==> src/rtl/conv_requant_out.sv <==
// Requantizing output stage for the conv engine: ReLU, rounding shift and 8-bit
// saturation, buffered in a FIFO and streamed out with per-image completion tracking.
module conv_requant_out #(
    parameter int FIFO_DEPTH = 16,
    parameter int ACC_WIDTH  = 32,
    parameter int CNT_WIDTH  = 16
) (
    input  logic                 clock,
    input  logic                 reset,
    input  logic [ACC_WIDTH-1:0] result_in,
    input  logic                 result_valid_in,
    input  logic                 image_done_in,
    output logic                 accepting_out,
    input  logic [4:0]           shift_amt,
    input  logic                 relu_en,
    output logic [7:0]           out_data,
    output logic                 out_valid,
    input  logic                 out_ready,
    output logic                 frame_done,
    output logic [CNT_WIDTH-1:0] out_count,
    output logic                 overflow_err
);

    localparam int AW = $clog2(FIFO_DEPTH);
    localparam int CW = AW + 1;
    localparam int OW = CW + 1;
    localparam int VW = ACC_WIDTH + 1;

    localparam logic signed [VW-1:0] U8_MAX = VW'(255);
    localparam logic signed [VW-1:0] S8_MAX = VW'(127);
    localparam logic signed [VW-1:0] S8_MIN = VW'(-128);

    typedef enum logic {ST_RUN = 1'b0, ST_DRAIN = 1'b1} state_t;

    logic signed [VW-1:0] s1_ext, s1_bias, s1_sum, s1_val_d, s1_val_q;
    logic                 s1_valid_q, s1_relu_q;
    logic [7:0]           s2_data_d, s2_data_q;
    logic                 s2_valid_q;

    logic [7:0]           mem [FIFO_DEPTH];
    logic [AW-1:0]        wr_ptr_q, rd_ptr_q, rd_next;
    logic [CW-1:0]        count_d, count_q;
    logic                 push, pop, full, empty;
    logic [7:0]           out_data_d, out_data_q;

    logic [1:0]           inflight;
    logic [OW-1:0]        occupancy;
    logic                 accepting_q, overflow_q, image_done_q, img_rise;
    state_t               state_d, state_q;
    logic [CNT_WIDTH-1:0] out_count_q;

    // S1: optional ReLU, then round-half-up arithmetic shift at 33 bits so the bias cannot overflow.
    always_comb begin
        // NOTE: every variable gets a value before any branch, so no latch is inferred.
        s1_ext  = {result_in[ACC_WIDTH-1], result_in};
        s1_bias = '0;
        if (relu_en && result_in[ACC_WIDTH-1]) s1_ext = '0;
        if (shift_amt != 5'd0) s1_bias = VW'(1) << (shift_amt - 5'd1);
        s1_sum   = s1_ext + s1_bias;
        s1_val_d = s1_sum >>> shift_amt;
    end

    always_comb begin
        s2_data_d = s1_val_q[7:0];
        if (s1_relu_q) begin
            if (s1_val_q[VW-1])        s2_data_d = 8'h00;
            else if (s1_val_q > U8_MAX) s2_data_d = 8'hFF;
        end else begin
            if (s1_val_q > S8_MAX)      s2_data_d = 8'h7F;
            else if (s1_val_q < S8_MIN) s2_data_d = 8'h80;
        end
    end

    // NOTE: clocked state uses non-blocking assignments so every register samples pre-edge values.
    always_ff @(posedge clock or posedge reset) begin
        if (reset) begin
            s1_valid_q <= 1'b0;
            s1_relu_q  <= 1'b0;
            s1_val_q   <= '0;
            s2_valid_q <= 1'b0;
            s2_data_q  <= '0;
        end else begin
            s1_valid_q <= result_valid_in;
            s1_relu_q  <= relu_en;
            s1_val_q   <= s1_val_d;
            s2_valid_q <= s1_valid_q;
            s2_data_q  <= s2_data_d;
        end
    end

    assign empty   = (count_q == '0);
    assign full    = (count_q == CW'(FIFO_DEPTH));
    assign pop     = !empty && out_ready;
    assign push    = s2_valid_q && (!full || pop);
    assign rd_next = rd_ptr_q + AW'(1);

    // Head byte is registered so it holds its last value when the FIFO runs empty.
    always_comb begin
        out_data_d = out_data_q;
        count_d    = count_q;
        if (pop) begin
            if (count_q == CW'(1)) begin
                if (push) out_data_d = s2_data_q;
            end else begin
                out_data_d = mem[rd_next];
            end
        end else if (push && empty) begin
            out_data_d = s2_data_q;
        end
        case ({push, pop})
            2'b10:   count_d = count_q + CW'(1);
            2'b01:   count_d = count_q - CW'(1);
            default: count_d = count_q;
        endcase
    end

    // NOTE: the storage array is not reset; the pointers and count alone define what is valid.
    always_ff @(posedge clock) begin
        if (push) mem[wr_ptr_q] <= s2_data_q;
    end

    assign inflight  = {1'b0, s1_valid_q} + {1'b0, s2_valid_q};
    assign occupancy = {1'b0, count_q} + OW'(inflight);
    assign img_rise  = image_done_in && !image_done_q;

    always_comb begin
        state_d    = state_q;
        frame_done = 1'b0;
        case (state_q)
            ST_RUN:   if (img_rise) state_d = ST_DRAIN;
            ST_DRAIN: if (inflight == 2'd0 && empty) begin
                frame_done = 1'b1;
                state_d    = ST_RUN;
            end
            default:  state_d = ST_RUN;
        endcase
    end

    always_ff @(posedge clock or posedge reset) begin
        if (reset) begin
            wr_ptr_q     <= '0;
            rd_ptr_q     <= '0;
            count_q      <= '0;
            out_data_q   <= '0;
            accepting_q  <= 1'b0;
            overflow_q   <= 1'b0;
            image_done_q <= 1'b0;
            state_q      <= ST_RUN;
            out_count_q  <= '0;
        end else begin
            if (push) wr_ptr_q <= wr_ptr_q + AW'(1);
            if (pop)  rd_ptr_q <= rd_next;
            count_q      <= count_d;
            out_data_q   <= out_data_d;
            accepting_q  <= (occupancy <= OW'(FIFO_DEPTH - 3));
            if (s2_valid_q && full && !pop) overflow_q <= 1'b1;
            image_done_q <= image_done_in;
            state_q      <= state_d;
            if (frame_done) out_count_q <= '0;
            else if (pop)   out_count_q <= out_count_q + CNT_WIDTH'(1);
        end
    end

    assign accepting_out = accepting_q;
    assign out_data      = out_data_q;
    assign out_valid     = !empty;
    assign out_count     = out_count_q;
    assign overflow_err  = overflow_q;

endmodule

==> config.mk <==
export PLATFORM = sky130hd
export DESIGN_NAME = conv_requant_out
export DESIGN_NICKNAME = d
export VERILOG_FILES = /design/src/rtl/conv_requant_out.sv
export SDC_FILE = /design/constraint.sdc
export NUM_CORES = 1
export LEC_CHECK = 0
export BUFFER_PORTS_ARGS = -buffer_cell sky130_fd_sc_hd__buf_2
export CAP_MARGIN = 15
export CORE_MARGIN = 10
export CORE_UTILIZATION = 56
export CTS_CLUSTER_DIAMETER = 30
export DETAILED_ROUTE_END_ITERATION = 16
export PLACE_DENSITY_LB_ADDON = 0.1
export REMOVE_ABC_BUFFERS = 1
export SLEW_MARGIN = 20
export SYNTH_ARGS = -nofsm -noshare
export SYNTH_HDL_FRONTEND = slang
export SYNTH_SLANG_ARGS = --single-unit
==> constraint.sdc <==
create_clock -name clock -period 2.85 [get_ports clock]
set_input_delay 0.4275 -clock clock [delete_from_list [all_inputs] [get_ports clock]]
set_output_delay 0.4275 -clock clock [all_outputs]
set_load 0.02 [all_outputs]
; Word-level counts from Yosys, hierarchy flattened
; Memories as Yosys holds them, arrays and structs flattened.
; Cells that the tools add are included.
[op_classes]
add_sub_neg = 9
order_cmp = 4
eq_ne = 5
shift = 2
n_mux = 21
bitwise_logic = 1
n_reduce_logical = 20
[ops]
columns = operator, count
row1 = 8-bit two-way mux, 9
row2 = 33-bit two-way mux, 2
row3 = 33-bit adder, 1
row4 = 33-bit by 8-bit > comparator with 1-bit output (second input constant), 1
row5 = 33-bit by 9-bit > comparator with 1-bit output (second input constant), 1
row6 = 33-bit by 8-bit less-than comparator with 1-bit output (second input constant), 1
row7 = 1-bit by 5-bit left shift with 33-bit output (first input constant), 1
row8 = 33-bit by 5-bit >>> shifter with 33-bit output, 1
row9 = 16-bit two-way mux, 2
row10 = 16-bit by 1-bit adder with 16-bit output (second input constant), 1
row11 = 5-bit case mux with 2 select lines, 1
row12 = 5-bit by 1-bit subtractor with 5-bit output (second input constant), 2
row13 = 4-bit by 1-bit adder with 4-bit output (second input constant), 2
row14 = 1-bit logical AND, 8
row15 = 5-bit by 2-bit adder with 6-bit output, 1
row16 = 6-bit by 4-bit <= comparator with 1-bit output (second input constant), 1
row17 = 1-bit two-way mux, 6
row18 = 2-bit nonzero test, 3
row19 = 5-bit by 1-bit adder with 5-bit output (second input constant), 1
row20 = 5-bit by 1-bit == test with 1-bit output (second input constant), 1
row21 = 5-bit == test (second input constant), 1
row22 = 5-bit zero test, 1
row23 = 5-bit nonzero test, 1
row24 = 1-bit zero test, 4
row25 = other kinds (9), 9
[word_totals]
register_bits = 85
ram_bits = 128
input_bits = 43
output_inout_bits = 28
elab_cells = 77
n_memories = 1
[mem_list]
columns = memory, depth, width, rd, rd_clocked_by_memory_dff, write_ports, line
row1 = mem, 16, 8, 1, 0, 1, 40  ; logic [7:0] mem [FIFO_DEPTH];

; Logic depth before layout (Yosys ltp)
; Gate-level depths: netlist (run 1).
[logic_depth]
ltp_word = 8
depth_mapped = 21
ltp_nobuf = 16

; Least setup slack after synthesis (run 1)
; Ideal clock, no wire load.
[synth_timing]
path_type = input to register
startpoint = input shift_amt[2]
endpoint = register s1_val_q[3]
setup_time_ns = 0.078
arrival_ns = 4.478
t_required_ns = 2.772
setup_slack_ns = -1.707
stages = 18
n_path_buf = 5
path_cell_list = clkbuf_1 clkbuf_1 clkbuf_1 buf_1 nand2_1 nor2_1 ha_1 buf_6 a21o_1 o21bai_1 a221o_1 a221o_1 clkinv_1 nand2_1 mux4_2 mux2_2 a21bo_1 o2bb2ai_1
[synth_via]
elab_chain_cells = 5
word_cells_on_any_way = 6
[synth_rtl]
columns = item, line
row1 = start: declaration, 14  ; input logic [4:0] shift_amt,
row2 = 5-bit by 1-bit subtractor with 5-bit output, 58  ; if (shift_amt != 5'd0) s1_bias = VW'(1) << (shift_amt - 5'd1);
row3 = 1-bit by 5-bit left shift with 33-bit output, 58
row4 = 33-bit two-way mux, 58
row5 = 33-bit adder, 59  ; s1_sum = s1_ext + s1_bias;
row6 = 33-bit by 5-bit >>> shifter with 33-bit output (*), 60  ; s1_val_d = s1_sum >>> shift_amt;
row7 = net s1_val_d[3], 35  ; logic signed [VW-1:0] s1_ext, s1_bias, s1_sum, s1_val_d, s1_val_q;
row8 = end signal: assignment, 85  ; s1_val_q <= s1_val_d;
row9 = end: declaration, 35
; The timed path passes the listed nets; every way through them passes the cells marked *.
; A chain may end at the register's enable or synchronous reset.

; Worst setup path in the final report (run 1)
[layout_timing]
startpoint = input relu_en
endpoint = register s1_val_q[11]
[layout_via]
elab_chain_cells = 4
[layout_rtl]
columns = item, line
row1 = start: declaration, 15  ; input logic relu_en,
row2 = 1-bit logical AND, 57  ; if (relu_en && result_in[ACC_WIDTH-1]) s1_ext = '0;
row3 = 33-bit two-way mux, 57
row4 = 33-bit adder, 59
row5 = 33-bit by 5-bit >>> shifter with 33-bit output, 60
row6 = net s1_val_d[11], 35
; The timed path passes the listed nets, and every way through them passes these cells.

==> flow_summary.toml, run 1 <==
[floorplan]
coreArea_um2 = 22030
die_y_um = 170.3
ios = 71
initial_core_util_pct = 57.46
rows = 54
dieArea_um2 = 29010
die_w_um = 170.3

[place]
gp_congestion = 0.9644
placed_area_um2 = 14950
hpwl_um = 26450
portBuffers = 70
place_ws_ns = -1.394

[clocking]
cts_sinks = 213
clk_pin_slew_worst_paths_ns = 0.06
cts-root-buf = "clkbuf_16"
cts_tree = "yes"
cts_made_buffers = 26
cts_buffer_depth = 3
clk_latency_ns = 0.52
cts-hold-fix-buffers = 0
cts.htree.levels = 1

[setup_path]
r2r_end = "count_q[3]$_DFFE_PP0P_"
ff2ff_path_depth = 10
crit_family = "compound AO/OA/AOI/OAI gates"
startpoint_type = "input pin"
crit_top_cell = "o211ai_1"
crit_arrival_ns = 3.95
crit_required_ns = 3.28
path_max_fanout = 8
path_class = "in -> reg"
timing.critical_path.buf_inv = 3
crit_path_top_delay_cell = "mux4_2"
crit_chain = "buf_8 > nand2_8 > buf_12 > and2_4 > ha_4 > buf_4 > o211ai_1 > o211ai_1 > nand3_2 > a21oi_4 > a21oi_2 > xor2_2 > mux4_2 > mux2_4 > a21bo_1 > o21ai_1"
reg2reg_slack_ns = 0.24
end_kind = "register"
r2r_start = "count_q[0]$_DFFE_PP0P_"
cpPeakStageDelay_ns = 0.49

[global_routing]
grt_pass1_vias = 11652
grt_max_degree = 48
met3_usage_pct = 3.401
grt_first_pass_wirelength_um = 62650
globalRouteOverflowTotal = 0
gr-usage-all-layers_pct = 27.33
gr-usage-met1_pct = 31.25
grt_busiest_layer = "met2"
antenna_found_initial = 0
grt_use_met2_pct = 48.69

[sta]
tightest_slew_ns = 0.8167
setup_violations = 33
period_minus_slack_ns = 3.519
rsz0062_at_grt = "true"
finalCritPeriodShare_pct = 123.5
finalHoldViolations = 0
slew_headroom_pct = 45.36
clock_skew_ns = 0.02010
finalMaxSlewViolations = 0
fmax_ghz = 0.2841
setup_slack_ns = -0.6695

[synthesis]
synth-adder-area-share_pct = 4.864
ys_seq_area_share_pct = 47.18
netlist_instances = 1158
synth_compound_area_share_pct = 13.94
muxShareOfSynthArea_pct = 13.08
avgSynthCellArea_um2 = 10.93
ys_seq_elements = 213
ys_warn_count = 0
netlist_area_um2 = 12660
ys_types = 72
synthSimpleGateAreaFrac_pct = 13.68
async_flop_share_pct = 39.91
synth-edff-count = 128
synth_flop_cell = "edfxtp_1"
synth_xor_area_share_pct = 4.083
synth_top_family_by_area = "compound AO/OA/AOI/OAI gates"

[power_and_ir_drop]
leakage_nw = 7.231
switching_share_pct = 33.19
clock_power_share_pct = 28.0
p_int_mw = 8.049
p_switching_mw = 3.999
p_per_area_nw_per_um2 = 676.3
combPwrFrac_pct = 37.4
vdd_drop_max_mv = 0.6364
power.share.sequential_pct = 34.7

[hold_path]
hold_end = "s1_valid_q$_DFF_PP0_"
hold_depth = 1
min_from = "result_valid_in"
min_path_type = "in -> reg"

[cells_and_area]
diodes = 0
drive_above_1_share_pct = 45.53
area_delta_synth_final_pct = 40.76
num-nets-final = 1558
fin_area_um2 = 17810
fin_util_pct = 80.88

[route]
first_pass_iters = 6
vias = 11045
finalWirelength_um = 40780
routed_via_density = 6.251
antenna_left = 0
drtIter0Drc = 910
routedWlPerCell_um = 23.08
drc_errors = 0

[flow_run]
cap_violations = 0

[status]
status = "finished, violations left"
violations = "negative setup slack"
==> power by group through the flow <==
stage,clock [mW],sequential (mW),combinational [mW]
5_1_grt,3.51,4.24,4.80
3_5_place_dp,0,4.21,4.09
2_1_floorplan,0,4.35,2.41
6_report,3.37,4.18,4.50
4_1_cts,3.39,4.17,4.39
3_3_place_gp,0,4.18,4.00
==> cell usage after synthesis, types with 5 or more instances <==
cell / instances / area (µm²)
edfxtp_1: 128 / 3844
nor2_1: 116 / 435.4
nand2_1: 107 / 401.6
dfrtp_1: 85 / 2127
a21oi_1: 72 / 360.4
o21ai_0: 51 / 255.2
mux4_2: 50 / 1126
ha_1: 46 / 575.6
clkbuf_1: 44 / 165.2
mux2i_1: 36 / 360.4
inv_1: 34 / 127.6
and2_1: 33 / 206.5
xor2_1: 30 / 262.8
xnor2_1: 29 / 254.0
nor3_1: 28 / 140.1
nand4_1: 20 / 125.1
a21o_1: 18 / 135.1
mux2_2: 15 / 168.9
nand3_1: 15 / 75.07
a211oi_1: 14 / 105.1
nand2b_1: 12 / 75.07
or3_1: 12 / 75.07
a221oi_1: 11 / 96.34
buf_1: 11 / 41.29
nor4_1: 10 / 62.56
o211ai_1: 10 / 75.07
a211o_1: 8 / 70.07
a221o_1: 8 / 80.08
and3_1: 8 / 50.05
buf_2: 8 / 40.04
o22ai_1: 8 / 50.05
a31oi_1: 6 / 37.54
o21ai_1: 6 / 30.03
o221ai_1: 5 / 43.79
==> worst max path at each step <==
stage,cells past startpoint,from,endpoint
after global placement,16,shift_amt[0],s1_val_q[11]$_DFF_PP0_
after detailed placement,18,shift_amt[0],s1_val_q[4]$_DFF_PP0_
after CTS,18,shift_amt[1],s1_val_q[11]$_DFF_PP0_
after global routing,17,shift_amt[0],s1_val_q[11]$_DFF_PP0_
final,16,relu_en,s1_val_q[11]$_DFF_PP0_
after floorplan,13,shift_amt[0],s1_val_q[4]$_DFF_PP0_
==> metal layers <==
layer  vias to the layer above  share of wire [%]
met5                         -                  0
met4                         0                5.6
met3                       160                5.3
met2                       492                 51
met1                      5434                 38
li1                       4959                  -
==> cell type report <==
| type | instances | area [µm²] |
|---|---|---|
| multi-input cells | 844 | 7760 |
| clock buffers | 34 | 733.2 |
| clock inverters | 14 | 163.9 |
| well taps | 280 | 350.3 |
| fillers | 1246 | 4212 |
| inverters | 36 | 155.1 |
| repair buffers | 346 | 2680 |
| flip-flops and latches | 213 | 5972 |
==> through the flow <==
stage / power (mW) / instances / setup TNS [ns] / hold WS (ns)
detailed placement: 8.296 / 1681 / -41.89 / 0.3968
floorplan: 6.761 / 1093 / -38.03 / 0.3798
finish: 12.05 / 1767 / -16.12 / 0.02117
global placement: 8.177 / 1681 / -41.35 / 0.3853
CTS: 11.95 / 1759 / -8.401 / 0.01094
global route: 12.55 / 1767 / -18.23 / 0.01057
==> logic make-up (layout without fill, tap and decap cells) <==
kind of cell	Yosys count	in the layout
AND/OR/NAND/NOR	372	372
XOR/XNOR	59	59
other	1	1
AO/OA/AOI/OAI	263	263
multiplexers	101	101
flip-flops	213	213
adder cells (fa/ha/maj)	48	48
buffers and inverters	101	430
==> cell usage in the layout (no fill, tap or decap), types with 16 or more instances in the layout <==
cell / Yosys / final
a21o_1: 18 / 18
a21oi_1: 72 / 45
a21oi_2: 4 / 22
and2_1: 33 / 20
buf_2: 8 / 63
buf_4: 0 / 245
buf_6: 1 / 26
clkbuf_16: 0 / 28
dfrtp_1: 85 / 84
edfxtp_1: 128 / 128
ha_1: 46 / 27
ha_4: 0 / 19
inv_1: 34 / 26
mux2i_1: 36 / 28
mux4_2: 50 / 50
nand2_1: 107 / 83
nand4_1: 20 / 20
nor2_1: 116 / 87
nor2_4: 0 / 17
nor3_1: 28 / 16
o21ai_0: 51 / 38
xnor2_1: 29 / 23
xor2_1: 30 / 21
==> sequential cells by signal, indices dropped and copies added (netlist names) <==
name,flops
accepting_out,1
count_q,5
image_done_q,1
mem,128
out_count,16
out_data,8
overflow_err,1
rd_ptr_q,4
s1_relu_q,1
s1_val_q,33
s1_valid_q,1
s2_data_q,8
s2_valid_q,1
state_q,1
wr_ptr_q,4
==> timing repair <==
action | in CTS | in global routing
setup endpoints to repair | 33 | 42
buffers inserted | 31 | 10
hold endpoints to repair | 0 | 0
pin swaps | 91 | 49
gates resized for setup | 276 | 80
gates cloned | 2 | 0
(Power assumes the default switching activity.)
==> run 2: changes to the inputs <==
==> constraint.sdc (replaced) <==
create_clock -name clock -period 2.96 [get_ports clock]
set_input_delay 0.444 -clock clock [delete_from_list [all_inputs] [get_ports clock]]
set_output_delay 0.444 -clock clock [all_outputs]
set_load 0.02 [all_outputs]
==> run 2 against run 1 <==
  * The flow still finishes with violations (negative setup slack)
  * Sequential power fell by 4%
  * Hold slack got worse by 0.018 ns
  * Via count rose by 4.3%
  * Routed wire length rose by 4.5%
  * Critical path type unchanged
  * Largest cell class unchanged
==> flow_summary.toml, run 2 (same netlist as run 1, synthesis figures left out) <==
[status]
status = "finished, violations left"
violations = "negative setup slack"

[global_routing]
grt_first_pass_wirelength_um = 63340
grt_max_degree = 47
globalRouteOverflowTotal = 0
grt_pass1_vias = 11769
antenna_found_initial = 0
gr-usage-all-layers_pct = 27.34

[power_and_ir_drop]
p_per_area_nw_per_um2 = 644.6
combPwrFrac_pct = 37.6
finalPower_mw = 11.89
switching_share_pct = 34.11
clock_power_share_pct = 28.6
leakage_nw = 7.545
vdd_drop_max_mv = 0.7543
p_switching_mw = 4.055
power.share.sequential_pct = 33.8
p_int_mw = 7.834

[setup_path]
crit_path_top_delay_cell = "or3_1"
startpoint_type = "input pin"
crit_required_ns = 3.37
crit_arrival_ns = 3.83
cpPeakStageDelay_ns = 0.36
crit_family = "compound AO/OA/AOI/OAI gates"
path_class = "in -> reg"
path_max_fanout = 5
end_kind = "register"
timing.critical_path.buf_inv = 5
crit_chain = "buf_12 > buf_8 > nor2_4 > nand2_4 > nor2_4 > ha_4 > buf_6 > o211ai_1 > buf_4 > o211ai_1 > nand3_2 > buf_6 > a21oi_4 > or3_1 > a21oi_2 > a211o_1 > a32o_1 > or3_1 > o2bb2ai_1"

[sta]
clock_skew_ns = 0.01500
slew_headroom_pct = 50.64
tightest_slew_ns = 0.7347
rsz0062_at_grt = "true"
finalMaxSlewViolations = 0
fmax_ghz = 0.2919
finalHoldViolations = 0
setup_slack_ns = -0.4662
fin_tns_setup_ns = -11.23
finalCritPeriodShare_pct = 115.8
setup_violations = 32
period_minus_slack_ns = 3.426

[route]
antenna_left = 0
first_pass_iters = 5
routedWlPerCell_um = 23.58
finalWirelength_um = 42630
routed_via_density = 6.371
vias = 11519
drc_errors = 0
drtIter0Drc = 1089

[clocking]
clk_pin_slew_worst_paths_ns = 0.06
cts.htree.levels = 1
cts_sinks = 213
cts_made_buffers = 28
cts_buffer_depth = 3
cts-root-buf = "clkbuf_16"
clk_latency_ns = 0.53
cts-hold-fix-buffers = 0
cts_tree = "yes"

[cells_and_area]
area_delta_synth_final_pct = 45.73
regMostFlops = "mem"
drive_above_1_share_pct = 48.89
diodes = 0
most-common-layout-cells = "buf_4 (265), edfxtp_1 (128), dfrtp_1 (84)"
fin_area_um2 = 18440
final_common_cell = "buf_4"
largest_reg_flops = 128
num-nets-final = 1597
fillCellCount = 1120

[floorplan]
ios = 71
dieArea_um2 = 29010
rows = 54
die_w_um = 170.3
coreArea_um2 = 22030
initial_core_util_pct = 57.46
die_y_um = 170.3

[hold_path]
min_path_type = "in -> async"

[flow_run]
cap_violations = 0

[place]
hpwl_um = 26770
portBuffers = 70
gp_congestion = 0.9512
placed_area_um2 = 15070
run 2: cell types whose count changed in the layout (fill, tap and decap cells not counted), moves of 5 or more:
cell	previous run	this run
nand2_1	83	76
o21ai_1	11	16
a21oi_1	45	38
o21ai_0	38	33
buf_4	245	265
buf_6	26	39
nor2_1	87	78
nor2_2	12	17
and2_4	13	8
nand2_4	7	14
run 2: worst register-to-register path: stages (launching register included):
cell and delay [ns]:
dfrtp_1 0.46, inv_1 0.11, ha_1 0.20, nand2_1 0.08, or3_1 0.33, and2_1 0.20, inv_1 0.06, ha_1 0.16
or4b_2 0.59, a21oi_1 0.22, xor2_1 0.17
run 2: cell type report:
class	instances	area, µm²	share of cell area, %
repair buffers	382	3034	16.45
flip-flops and latches	213	5972	32.38
multi-input cells	845	7961	43.17
inverters	36	153.9	0.8344
well taps	280	350.3	1.899
clock inverters	22	242.7	1.316
clock buffers	30	729.5	3.955
run 2: power by group through the flow:
| stage | clock (mW) | combinational, mW | sequential (mW) |
|---|---|---|---|
| after floorplan | 0 | 2.32 | 4.19 |
| after global placement | 0 | 3.86 | 4.04 |
| after detailed placement | 0 | 3.92 | 4.07 |
| after CTS | 3.44 | 4.27 | 4.02 |
| after global routing | 3.55 | 4.75 | 4.07 |
| final | 3.40 | 4.47 | 4.02 |
run 2: what timing repair did:
action                     in CTS  in global routing
setup buffers                  39                 27
cloned                          3                  0
gates resized for setup       318                 98
setup endpoints to repair      33                 32
pin swaps                     118                 59
hold endpoints to repair        0                  0
run 2: metrics by stage:
stage / instances / setup WS [ns] / hold WS [ns] / utilization [%]
final: 1808 / -0.4662 / 0.003461 / 83.74
after global placement: 1694 / -1.280 / 0.3877 / 68.41
after global routing: 1808 / -0.5878 / 0.02484 / 83.74
after detailed placement: 1694 / -1.361 / 0.3897 / 68.41
after CTS: 1782 / -0.2898 / 0.01421 / 80.50
after floorplan: 1093 / -1.132 / 0.3798 / -
run 2: path summary, 6_finish.rpt:
| check | startpoint | end | slack, ns | depth (start not counted) |
|---|---|---|---|---|
| worst max-delay path | shift_amt[0] | s1_val_q[3]$_DFF_PP0_ | -0.47 | 19 |
| worst min-delay path | reset | out_count[7]$_DFFE_PP0P_ | 0.003 | 2 |
| worst max register to register | count_q[1]$_DFFE_PP0P_ | count_q[3]$_DFFE_PP0P_ | 0.31 | 10 |
| worst min register to register | s1_valid_q$_DFF_PP0_ | s2_valid_q$_DFF_PP0_ | 0.40 | 0 |
| max in group asynchronous | reset | s1_val_q[26]$_DFF_PP0_ | 2.29 | 3 |
| min in group clock | result_valid_in | s1_valid_q$_DFF_PP0_ | 0.03 | 1 |
run 2: routing by layer:
layer	share of wire, %	track usage, %	wire length (µm)	up-vias
met4	5.8	12.47	2457	0
met3	5.7	2.823	2445	186
met2	52	49.74	21960	572
met1	37	31.85	15770	5699
li1	-	-	-	5062
met5	0	0	0	-
==> run 3: changes to the inputs <==
--- a/config.mk
+++ b/config.mk
@@ -5,6 +5,7 @@
 export SDC_FILE = /design/constraint.sdc
 export NUM_CORES = 1
 export LEC_CHECK = 0
+export ABC_AREA = 1
 export BUFFER_PORTS_ARGS = -buffer_cell sky130_fd_sc_hd__buf_2
 export CAP_MARGIN = 15
 export CORE_MARGIN = 10
==> run 3 against run 2 <==
  * The flow now finishes without violations
  * Clock skew up 0.0031 ns
  * Clock-buffer cell count is 12 higher
  * Sequential cell count unchanged
  * Critical path type unchanged
  * Critical endpoint is now s1_val_q[13]$_DFF_PP0_
  * Highest routed layer unchanged
==> flow_summary.toml, run 3 <==
[status]
status = "complete, no violations"

[global_routing]
antenna_found_initial = 0
grt_first_pass_wirelength_um = 61550
globalRouteOverflowTotal = 0
grt_pass1_vias = 12216
grt_max_degree = 65
gr-usage-all-layers_pct = 24.57

[floorplan]
dieArea_um2 = 30580
die_y_um = 174.9
ios = 71
coreArea_um2 = 23540
initial_core_util_pct = 57.06
die_w_um = 174.9
rows = 56

[setup_path]
crit_arrival_ns = 3.37
crit_required_ns = 3.39
crit_top_cell = "nand3_2"
timing.critical_path.buf_inv = 4
path_class = "in -> reg"
r2r_start = "count_q[1]$_DFFE_PP0P_"
end_kind = "register"
path_max_fanout = 5
crit_path_top_delay_cell = "fa_2"
startpoint_type = "input pin"
crit_family = "simple AND/OR/NAND/NOR gates"
cp-startpoint = "shift_amt[0]"
cpPeakStageDelay_ns = 0.39

[place]
placed_cells = 2172
hpwl_um = 27650
portBuffers = 70
gp_congestion = 0.9692

[synthesis]
netlist_instances = 1722
synth_area_leaders = "edfxtp_1 (29%), dfrtp_1 (16%), nand2_1 (12%), nand3_1 (9.1%), nor2_1 (5.8%)"
synthTopCellsByCount = "nand2_1 (416), nand3_1 (243), nor2_1 (209)"
synth_flop_cell = "edfxtp_1"
ys_seq_elements = 213
async_flop_share_pct = 39.91
post-synth-top-area-cell = "edfxtp_1"
avgSynthCellArea_um2 = 7.801
ys_types = 49
synth-edff-count = 128
post-synth-top-area-fraction_pct = 28.61
ys_seq_area_share_pct = 44.45
yosysMostFrequentCell = "nand2_1"
ys_warn_count = 0
netlist_area_um2 = 13430

[sta]
tightest_slew_ns = 0.9574
fin_tns_setup_ns = 0
rsz0062_at_grt = "true"
slew_headroom_pct = 36.10
setup_violations = 0
finalMaxSlewViolations = 0
finalHoldViolations = 0
fmax_ghz = 0.3396
clock_skew_ns = 0.01814
period_minus_slack_ns = 2.944
finalCritPeriodShare_pct = 99.47

[flow_run]
cap_violations = 0

[route]
antenna_left = 0
finalWirelength_um = 39680
first_pass_iters = 6
vias = 12787
routed_via_density = 5.681
routedWlPerCell_um = 17.63
drtIter0Drc = 1245
drc_errors = 0

[clocking]
clk_latency_ns = 0.51
cts_sinks = 213
cts-root-buf = "clkbuf_16"
cts.htree.levels = 2
clk_pin_slew_worst_paths_ns = 0.05
cts_made_buffers = 34
cts-hold-fix-buffers = 0
cts_buffer_depth = 3
cts_tree = "yes"

[cells_and_area]
fillCellCount = 1802
regMostFlops = "mem"
final_common_cell = "nand2_1"
stdcell_count = 2251
diodes = 0
largest_reg_flops = 128
area_delta_synth_final_pct = 29.32
most-common-layout-cells = "nand2_1 (352), inv_1 (188), nor2_1 (180)"
drive_above_1_share_pct = 27.64
num-nets-final = 1997

[power_and_ir_drop]
p_per_area_nw_per_um2 = 691.8
leakage_nw = 8.162
vdd_drop_max_mv = 0.6246

[hold_path]
min_path_type = "in -> async"
run 3: final cells by class:
type                    count  area, µm²  share of cell area [%]
clock inverters            20      221.5                   1.275
inverters                 205      783.3                   4.509
well taps                 319      399.1                   2.298
multi-input cells        1237       7498                   43.16
flip-flops and latches    213       5972                   34.38
clock buffers              42      910.9                   5.243
repair buffers            215       1587                   9.133
run 3: timing repair:
item                                    in CTS  in global routing
pin swaps                                    5                 89
cloned                                       0                  2
gates resized for setup                     29                257
setup buffers                                1                 14
endpoints found under the setup margin      32                 32
run 3: per-stage QoR:
stage          area, µm²  worst slack, ns  power [mW]  hold WS [ns]  util [%]
3_3_place_gp       14900          -0.8156       7.883        0.3993     63.27
6_report           17370          0.01572       12.02      0.001921     73.79
3_5_place_dp       14900          -0.8737       7.982        0.4062     63.27
2_1_floorplan      13150          -0.6616       6.577        0.3798         -
4_1_cts            16160         0.003966       11.86       0.02352     68.62
5_1_grt            17370          -0.1607       12.68       0.04523     73.79
run 3: power by group:
group	total [mW]	switching, mW	internal, mW
Clock	3.81	1.40	2.41
Sequential	4.00	0.336	3.67
Combinational	4.21	2.77	1.43
run 3: path summary, 6_finish.rpt:
kind | depth (start not counted) | slack (ns) | to
max in group asynchronous | 3 | 2.29 | count_q[0]$_DFFE_PP0P_
worst max register to register | 12 | 0.33 | out_data[3]$_DFFE_PP0P_
worst min register to register | 0 | 0.41 | s2_valid_q$_DFF_PP0_
worst min-delay path | 2 | 0.002 | s2_valid_q$_DFF_PP0_
min in group clock | 1 | 0.05 | s1_valid_q$_DFF_PP0_
worst max-delay path | 26 | 0.02 | s1_val_q[13]$_DFF_PP0_
run 3: logic make-up (layout without fill, tap and decap cells):
| group | Yosys count | after routing | share of synthesized area [%] |
|---|---|---|---|
| AOI/OAI and AO/OA | 185 | 185 | 8.672 |
| xor gates and xnor gates | 25 | 25 | 1.686 |
| adders and majority gates | 48 | 48 | 4.583 |
| buffers and inverters | 272 | 482 | 7.889 |
| DFF | 213 | 213 | 44.45 |
| muxes | 19 | 19 | 1.416 |
| other | 1 | 1 | 0.02792 |
| and+or+nand+nor | 959 | 959 | 31.28 |
run 3: per-layer routing:
metal  track usage [%]  part of all wire [%]
met1             29.31                    39
met2             42.88                    50
met3             2.953                   5.5
met4             12.36                   4.9
met5                 0                     0
